<file path="config.mk">
export PLATFORM = sky130hd
export DESIGN_NAME = mc_ctrl_fsm
export DESIGN_NICKNAME = d
export VERILOG_FILES = /design/src/rtl/mc_ctrl_pkg.sv /design/src/rtl/mc_ctrl_fsm.sv
export SDC_FILE = /design/constraint.sdc
export NUM_CORES = 1
export LEC_CHECK = 0
export CORE_MARGIN = 3
export CORE_UTILIZATION = 30
export CTS_CLUSTER_SIZE = 25
export DETAILED_ROUTE_END_ITERATION = 10
export DONT_BUFFER_PORTS = 1
export PLACE_DENSITY = 0.53
export SETUP_SLACK_MARGIN = 0.15
export SYNTH_ARGS = -nofsm -noshare
export SYNTH_HDL_FRONTEND = slang
export SYNTH_SLANG_ARGS = --single-unit
</file>
<file path="constraint.sdc">
create_clock -name clk -period 2.37 [get_ports clk]
set_input_delay 0.474 -clock clk [delete_from_list [all_inputs] [get_ports clk]]
set_output_delay 0.474 -clock clk [all_outputs]
set_load 0.01 [all_outputs]
</file>
<file path="src/rtl/mc_ctrl_pkg.sv">
// rtl/mc_ctrl_pkg.sv - shared encodings for the multicycle MIPS main controller
package mc_ctrl_pkg;

   typedef enum logic [3:0] {
      S_FETCH   = 4'd0,
      S_DECODE  = 4'd1,
      S_MEMADR  = 4'd2,
      S_MEMRD   = 4'd3,
      S_MEMWB   = 4'd4,
      S_MEMWR   = 4'd5,
      S_RTYPEEX = 4'd6,
      S_RTYPEWB = 4'd7,
      S_BEQEX   = 4'd8,
      S_ADDIEX  = 4'd9,
      S_ADDIWB  = 4'd10,
      S_JEX     = 4'd11,
      S_LUIWB   = 4'd12
   } state_t;

   localparam logic [5:0] OP_RTYPE = 6'b000000;
   localparam logic [5:0] OP_LW    = 6'b100011;
   localparam logic [5:0] OP_SW    = 6'b101011;
   localparam logic [5:0] OP_LB    = 6'b100000;
   localparam logic [5:0] OP_LBU   = 6'b100100;
   localparam logic [5:0] OP_BEQ   = 6'b000100;
   localparam logic [5:0] OP_ADDI  = 6'b001000;
   localparam logic [5:0] OP_J     = 6'b000010;
   localparam logic [5:0] OP_LUI   = 6'b001111;

   localparam logic [1:0] SRCB_REGB    = 2'b00;
   localparam logic [1:0] SRCB_FOUR    = 2'b01;
   localparam logic [1:0] SRCB_IMM     = 2'b10;
   localparam logic [1:0] SRCB_IMM_SH2 = 2'b11;

   localparam logic [1:0] PCSRC_ALU    = 2'b00;
   localparam logic [1:0] PCSRC_ALUOUT = 2'b01;
   localparam logic [1:0] PCSRC_JUMP   = 2'b10;

   localparam logic [1:0] ALUOP_ADD   = 2'b00;
   localparam logic [1:0] ALUOP_SUB   = 2'b01;
   localparam logic [1:0] ALUOP_FUNCT = 2'b10;

   localparam logic [1:0] WB_ALUOUT = 2'b00;
   localparam logic [1:0] WB_MEM    = 2'b01;
   localparam logic [1:0] WB_LUI    = 2'b10;

   function automatic logic is_mem_op(input logic [5:0] op);
      return (op == OP_LW) || (op == OP_SW) || (op == OP_LB) || (op == OP_LBU);
   endfunction

   function automatic logic is_byte_load(input logic [5:0] op);
      return (op == OP_LB) || (op == OP_LBU);
   endfunction

endpackage

</file>
<file path="src/rtl/mc_ctrl_fsm.sv">
// rtl/mc_ctrl_fsm.sv - Moore main controller sequencing the multicycle MIPS datapath
module mc_ctrl_fsm
   import mc_ctrl_pkg::*;
(
   input  logic       clk,
   input  logic       reset,
   input  logic [5:0] op,
   input  logic       zero,
   input  logic       memready,
   output logic       iord,
   output logic       irwrite,
   output logic       pcen,
   output logic       memwrite,
   output logic       regwrite,
   output logic       regdst,
   output logic [1:0] wbsel,
   output logic       alusrca,
   output logic [1:0] alusrcb,
   output logic [1:0] aluop,
   output logic [1:0] pcsrc,
   output logic       ldbyte,
   output logic       ldunsigned,
   output logic       badop
);

   state_t state;
   state_t next_state;
   state_t dec_state;
   logic   pcwrite;
   logic   branch;

   always_ff @(posedge clk) begin
      if (reset) begin
         state <= S_FETCH;
      end else begin
         state <= next_state;
      end
   end

   always_comb begin
      next_state = S_FETCH;
      case (state)
         S_FETCH:   next_state = memready ? S_DECODE : S_FETCH;
         S_DECODE: begin
            if (is_mem_op(op))        next_state = S_MEMADR;
            else if (op == OP_RTYPE)  next_state = S_RTYPEEX;
            else if (op == OP_BEQ)    next_state = S_BEQEX;
            else if (op == OP_ADDI)   next_state = S_ADDIEX;
            else if (op == OP_J)      next_state = S_JEX;
            else if (op == OP_LUI)    next_state = S_LUIWB;
            else                      next_state = S_FETCH;
         end
         S_MEMADR:  next_state = (op == OP_SW) ? S_MEMWR : S_MEMRD;
         S_MEMRD:   next_state = memready ? S_MEMWB : S_MEMRD;
         S_MEMWR:   next_state = memready ? S_FETCH : S_MEMWR;
         S_MEMWB:   next_state = S_FETCH;
         S_RTYPEEX: next_state = S_RTYPEWB;
         S_RTYPEWB: next_state = S_FETCH;
         S_BEQEX:   next_state = S_FETCH;
         S_ADDIEX:  next_state = S_ADDIWB;
         S_ADDIWB:  next_state = S_FETCH;
         S_JEX:     next_state = S_FETCH;
         S_LUIWB:   next_state = S_FETCH;
         default:   next_state = S_FETCH;
      endcase
   end

   // During reset the selects already show FETCH so the datapath settles before release.
   assign dec_state = reset ? S_FETCH : state;

   always_comb begin
      iord       = 1'b0;
      irwrite    = 1'b0;
      memwrite   = 1'b0;
      regwrite   = 1'b0;
      regdst     = 1'b0;
      wbsel      = WB_ALUOUT;
      alusrca    = 1'b0;
      alusrcb    = SRCB_REGB;
      aluop      = ALUOP_ADD;
      pcsrc      = PCSRC_ALU;
      ldbyte     = 1'b0;
      ldunsigned = 1'b0;
      badop      = 1'b0;
      pcwrite    = 1'b0;
      branch     = 1'b0;
      case (dec_state)
         S_FETCH: begin
            alusrcb = SRCB_FOUR;
            irwrite = memready;
            pcwrite = memready;
         end
         S_DECODE: begin
            alusrcb = SRCB_IMM_SH2;
            badop   = ~(is_mem_op(op) || op == OP_RTYPE || op == OP_BEQ ||
                        op == OP_ADDI || op == OP_J || op == OP_LUI);
         end
         S_MEMADR: begin
            alusrca = 1'b1;
            alusrcb = SRCB_IMM;
         end
         S_MEMRD: iord = 1'b1;
         S_MEMWR: begin
            iord     = 1'b1;
            memwrite = 1'b1;
         end
         S_MEMWB: begin
            wbsel      = WB_MEM;
            regwrite   = 1'b1;
            ldbyte     = is_byte_load(op);
            ldunsigned = (op == OP_LBU);
         end
         S_RTYPEEX: begin
            alusrca = 1'b1;
            aluop   = ALUOP_FUNCT;
         end
         S_RTYPEWB: begin
            regdst   = 1'b1;
            regwrite = 1'b1;
         end
         S_BEQEX: begin
            alusrca = 1'b1;
            aluop   = ALUOP_SUB;
            pcsrc   = PCSRC_ALUOUT;
            branch  = 1'b1;
         end
         S_ADDIEX: begin
            alusrca = 1'b1;
            alusrcb = SRCB_IMM;
         end
         S_ADDIWB: regwrite = 1'b1;
         S_JEX: begin
            pcsrc   = PCSRC_JUMP;
            pcwrite = 1'b1;
         end
         S_LUIWB: begin
            wbsel    = WB_LUI;
            regwrite = 1'b1;
         end
         default: ;
      endcase
      if (reset) begin
         irwrite  = 1'b0;
         memwrite = 1'b0;
         regwrite = 1'b0;
         badop    = 1'b0;
         pcwrite  = 1'b0;
         branch   = 1'b0;
      end
   end

   assign pcen = pcwrite | (branch & zero);

endmodule

</file>
# ---- Word level (Yosys, flattened, before mapping)
# Cells that the tools add are included.
dict set report word_totals {
  in_bits 10
  output_inout_bits 18
  register_bits 4
}
dict set report classes {
  n_mux 33
  n_bitwise 3
  reduce_logical 16
  eq_ne 26
}
# op count
set ops {}
lappend ops {{2-to-1 mux 4 bit} 7}
lappend ops {{one-hot mux 4 bit (7 select lines)} 1}
lappend ops {{equality test 4 x 3 -> 1 bit, second input constant} 6}
lappend ops {{equality test 4 bit, second input constant} 6}
lappend ops {{equality test 6 bit, second input constant} 4}
lappend ops {{2-to-1 mux 1 bit} 17}
lappend ops {{equality test 4 x 2 -> 1 bit, second input constant} 4}
lappend ops {{equality test 6 x 4 -> 1 bit, second input constant} 2}
lappend ops {{one-hot mux 2 bit (2 select lines)} 3}
lappend ops {{logical OR 1 bit} 9}
lappend ops {{2-to-1 mux 3 bit} 3}
lappend ops {{equality test 4 x 1 -> 1 bit, second input constant} 2}
lappend ops {{zero test 4 bit} 2}
lappend ops {{OR reduction 4 bit} 2}
lappend ops {{equality test 6 x 2 -> 1 bit, second input constant} 1}
lappend ops {{equality test 6 x 3 -> 1 bit, second input constant} 1}
lappend ops {{zero test 6 bit} 1}
lappend ops {{one-hot mux 2 bit (3 select lines)} 1}
lappend ops {{OR reduction 2 bit} 2}
lappend ops {{one-hot mux 1 bit (2 select lines)} 1}
lappend ops {{bitwise AND 1 bit} 1}
lappend ops {{NOT 1 bit} 1}
lappend ops {{bitwise OR 1 bit} 1}

# ---- Depth between registers and ports, before layout
dict set report depth {
  ltp_word 12
  mapped_depth 5
}

# ---- Worst setup path after synthesis
# Ideal clock, no wire load.
dict set report synth_path {
  kind {input-to-output}
  from {input port op[3]}
  to {output port ldunsigned}
  cell_stages 4
  path_slack_ns 0.124
  arrival_time_ns 1.772
  cell_sequence {clkbuf_1 > or4_1 > nor4_1 > and2_1}
}
dict set report synth_via {
  elab_chain_cells 2
}
# element line_no
set synth_lines {}
lappend synth_lines {{from (decl)} mc_ctrl_fsm.sv:7} ;# input logic [5:0] op,
lappend synth_lines {{equality test 6 bit} mc_ctrl_fsm.sv:111} ;# ldunsigned = (op == OP_LBU);
lappend synth_lines {{2-to-1 mux 1 bit} mc_ctrl_fsm.sv:87} ;# case (dec_state)
lappend synth_lines {{to (decl)} mc_ctrl_fsm.sv:22} ;# output logic ldunsigned,
# No other way between the ends.

# ---- Final worst setup path
dict set report layout_path {
  from {register state[3]}
  to {output port alusrca}
}
dict set report layout_via {
  elab_chain_cells 4
  word_cells_on_any_way 7
  cone_classes {eq/ne (4); mux (2); reduce/logical (1)}
}
# element line_no
set layout_lines {}
lappend layout_lines {{from (decl)} mc_ctrl_fsm.sv:26} ;# state_t state;
lappend layout_lines {{from (signal assigned)} mc_ctrl_fsm.sv:36} ;# state <= next_state;
lappend layout_lines {{2-to-1 mux 4 bit *} mc_ctrl_fsm.sv:69} ;# assign dec_state = reset ? S_FETCH : state;
lappend layout_lines {{equality test 4 bit, or another cell as far along} mc_ctrl_fsm.sv:87}
lappend layout_lines {{OR reduction 4 bit (no line) *} n/a}
lappend layout_lines {{2-to-1 mux 1 bit *} mc_ctrl_fsm.sv:87}
lappend layout_lines {{to (decl)} mc_ctrl_fsm.sv:17} ;# output logic alusrca,
# Every way passes the cells marked *; elsewhere a longest branch is shown, timed or not.

==> impl_metrics.sql <==
INSERT INTO impl_metrics (metric_group, metric, value, unit) VALUES
('sta', 'worst_clock_skew', '0.00624', 'ns'),
('sta', 'setup_total_negative_slack', '0', 'ns'),
('layout', 'design_area', '687', 'µm²'),
('global_route', 'globalRoute.totalOverflow', '0', ''),
('global_route', 'largest_net_degree_at_the_start_of_global_routing', '16', ''),
('layout', 'nFillCells', '239', ''),
('synthesis', 'ys_dominant_reg_cell', 'sky130_fd_sc_hd__dfxtp_1', ''),
('clock_network', 'cts.sink_count', '4', ''),
('global_route', 'grt_antenna_before_repair', '0', ''),
('drt', 'drc', '0', ''),
('sta', 'hold_viol', '0', ''),
('layout', 'design.final.nets', '107', ''),
('synthesis', 'yosysTopAreaCell', 'sky130_fd_sc_hd__dfxtp_1', ''),
('worst_setup_path', 'timing.critical_path.slowest_cell_delay', '0.56', 'ns'),
('clock_network', 'root_buffer', 'sky130_fd_sc_hd__clkbuf_4', ''),
('layout', 'antenna_cells', '0', ''),
('synthesis', 'postSynthCellCount', '101', ''),
('layout', 'post-route-util', '0.336', ''),
('floorplan', 'die_h', '53.2', 'µm'),
('worst_setup_path', 'path_max_fanout', '12', ''),
('hold_path', 'min-delay-path-class', 'in2reg', ''),
('synthesis', 'synth_edf_count', '0', ''),
('run', 'maxCapViolations', '0', ''),
('layout', 'most-common-layout-cells', 'sky130_fd_sc_hd__a21oi_1 (11), sky130_fd_sc_hd__nor2_1 (9), sky130_fd_sc_hd__nand3_1 (6), sky130_fd_sc_hd__nand2_1 (6)', ''),
('global_route', 'via_count_of_the_first_global_routing_pass', '633', ''),
('drt', 'routed_wl', '1.78', 'mm'),
('drt', 'drtPass1Iterations', '4', ''),
('worst_setup_path', 'critical_path_arrival', '1.65', 'ns'),
('layout', 'area_delta_synth_final', '2.81', '%'),
('layout', 'layout-drive-gt1-share', '0.147', ''),
('pwr', 'static-leakage-power', '0.201', 'nW'),
('synthesis', 'netlist.area_leader.share', '0.120', ''),
('pwr', 'power_density', '303', 'nW/µm²'),
('synthesis', 'synthesis.area_per_instance', '6.62', 'µm²'),
('layout', 'largest_register', 'state', ''),
('global_route', 'wire_length_of_the_first_global_routing_pass', '2.85', 'mm'),
('synthesis', 'yosys.cell_types.count', '36', ''),
('synthesis', 'synth_sequential_area_ratio', '0.120', ''),
('clock_network', 'cts_setup_buffers', '0', ''),
('clock_network', 'clk_pin_slew', '0.04', 'ns'),
('worst_setup_path', 'worst_path_max_delay_cell', 'sky130_fd_sc_hd__dfxtp_1', ''),
('floorplan', 'rows', '16', ''),
('synthesis', 'cells_taking_the_most_area_after_synthesis', 'sky130_fd_sc_hd__dfxtp_1 (12%), sky130_fd_sc_hd__a21oi_1 (8.2%), sky130_fd_sc_hd__nor2_1 (5.1%), sky130_fd_sc_hd__nand2b_1 (4.7%), sky130_fd_sc_hd__nand3_1 (4.5%)', ''),
('worst_setup_path', 'cp-start-kind', 'flip-flop', ''),
('worst_setup_path', 'path_cells', 'inv_1 > or3_1 > a21oi_1', ''),
('sta', 'grt_setup_unrepaired', 'false', ''),
('synthesis', 'share_of_flip_flops_with_an_asynchronous_set_or_reset_after_synthesis', '0', ''),
('worst_setup_path', 'end_kind', 'output pin', ''),
('synthesis', 'postSynthRegisterBits', '4', ''),
('global_route', 'grtUsageTotal', '0.131', ''),
('worst_setup_path', 'reg2regPathDepth', '4', ''),
('sta', 'timing.final.setup_violations', '0', ''),
('drt', 'via_total_after_detailed_routing', '699', ''),
('drt', 'dr.first_iter.drc_count', '21', ''),
('hold_path', 'hold-path-cell-count', '2', ''),
('floorplan', 'die_w', '53.2', 'µm'),
('placed_design', 'port-buffer-count', '0', ''),
('synthesis', 'synth-warning-count', '0', ''),
('floorplan', 'die-area', '2830', 'µm²'),
('sta', 'worst_slew_margin_rel', '0.656', ''),
('sta', 'post-route-worst-setup-slack', '0.250', 'ns'),
('clock_network', 'max-clock-path-buffers', '2', ''),
('drt', 'routed_via_density', '5.73', ''),
('run_status', 'status', 'completed', ''),
('sta', 'maxSlewViolCount', '0', ''),
('sta', 'ratio_of_final_minimum_period_to_clock_period', '0.895', ''),
('layout', 'mostFrequentLayoutCell', 'sky130_fd_sc_hd__a21oi_1', ''),
('sta', 'max_clock_freq', '472', 'MHz'),
('placed_design', 'dpl_worst_slack', '0.357', 'ns'),
('clock_network', 'cts_tree', 'built', ''),
('placed_design', 'detailed_place_hpwl', '1.31', 'mm');
[repair_timing]
action                                  CTS  global route
gates resized for setup                   0             2
endpoints found under the setup margin    0             2
hold buffers                              0             0
[cell usage after synthesis, types with 2 or more instances]
cell type / number
sky130_fd_sc_hd__a21boi_0: 3
sky130_fd_sc_hd__a21oi_1: 11
sky130_fd_sc_hd__a31oi_1: 3
sky130_fd_sc_hd__and2_1: 2
sky130_fd_sc_hd__and3_1: 2
sky130_fd_sc_hd__buf_4: 2
sky130_fd_sc_hd__buf_6: 2
sky130_fd_sc_hd__clkbuf_1: 6
sky130_fd_sc_hd__dfxtp_1: 4
sky130_fd_sc_hd__inv_1: 3
sky130_fd_sc_hd__nand2_1: 6
sky130_fd_sc_hd__nand2b_1: 5
sky130_fd_sc_hd__nand3_1: 6
sky130_fd_sc_hd__nand3b_1: 2
sky130_fd_sc_hd__nor2_1: 9
sky130_fd_sc_hd__nor3_1: 5
sky130_fd_sc_hd__nor4_1: 3
sky130_fd_sc_hd__o21ai_0: 5
sky130_fd_sc_hd__or2_2: 2
sky130_fd_sc_hd__or3_1: 3
sky130_fd_sc_hd__or4_1: 2
[area by class of cell]
class / count / area (µm²) / share of cell area
timing repair buffer: 3 / 22.5 / 0.0328
clock buffer: 3 / 22.5 / 0.0328
inverter: 3 / 11.3 / 0.0164
tap: 27 / 33.8 / 0.0492
sequential: 4 / 82.6 / 0.120
multi-input combinational: 82 / 514 / 0.749
[cell families (layout without fill, tap and decap cells)]
kind of cell | Yosys count | in the layout | share of synthesized area
and+or+nand+nor | 54 | 54 | 0.491
AOI/OAI and AO/OA | 26 | 26 | 0.243
buffers and inverters | 15 | 9 | 0.120
DFF | 4 | 4 | 0.120
xor gates and xnor gates | 2 | 2 | 0.0262
[final timing paths]
path	startpoint	to	slack, ns
max	state[3]	alusrca	0.25
min	op[1]	state[1]	0.43
max reg2reg	state[0]	state[2]	0.61
min reg2reg	state[1]	state[2]	0.61
[worst max-delay path, delay by kind of cell, from the launching register on]
family | cells | cell delay [ns]
DFF | 1 | 0.56
and+or+nand+nor | 1 | 0.39
AOI/OAI and AO/OA | 1 | 0.27
buffers and inverters | 1 | 0.18
[metal layers]
metal | wire [µm] | track usage | vias to the layer above
met3 | 55 | 0.0310 | 0
li1 | - | - | 355
met2 | 815 | 0.198 | 13
met1 | 908 | 0.186 | 331
met5 | 0 | 0 | -
met4 | 0 | 0.0255 | 0
[metrics by stage]
| step | std cells | hold WS (ns) | total power, mW |
|---|---|---|---|
| after floorplan | 101 | 0.651 | 0.128 |
| after CTS | 122 | 0.426 | 0.211 |
| after global placement | 119 | 0.674 | 0.123 |
| after detailed placement | 119 | 0.678 | 0.123 |
| after global routing | 122 | 0.421 | 0.219 |
| final | 122 | 0.428 | 0.208 |
[power breakdown]
part	switching [mW]	internal, mW	leakage (nW)
logic	0.0252	0.0212	0.153
clock network	0.0289	0.0567	0.0138
registers	0.00617	0.0696	0.0335
Note: power is estimated with default switching activity, not from simulation.
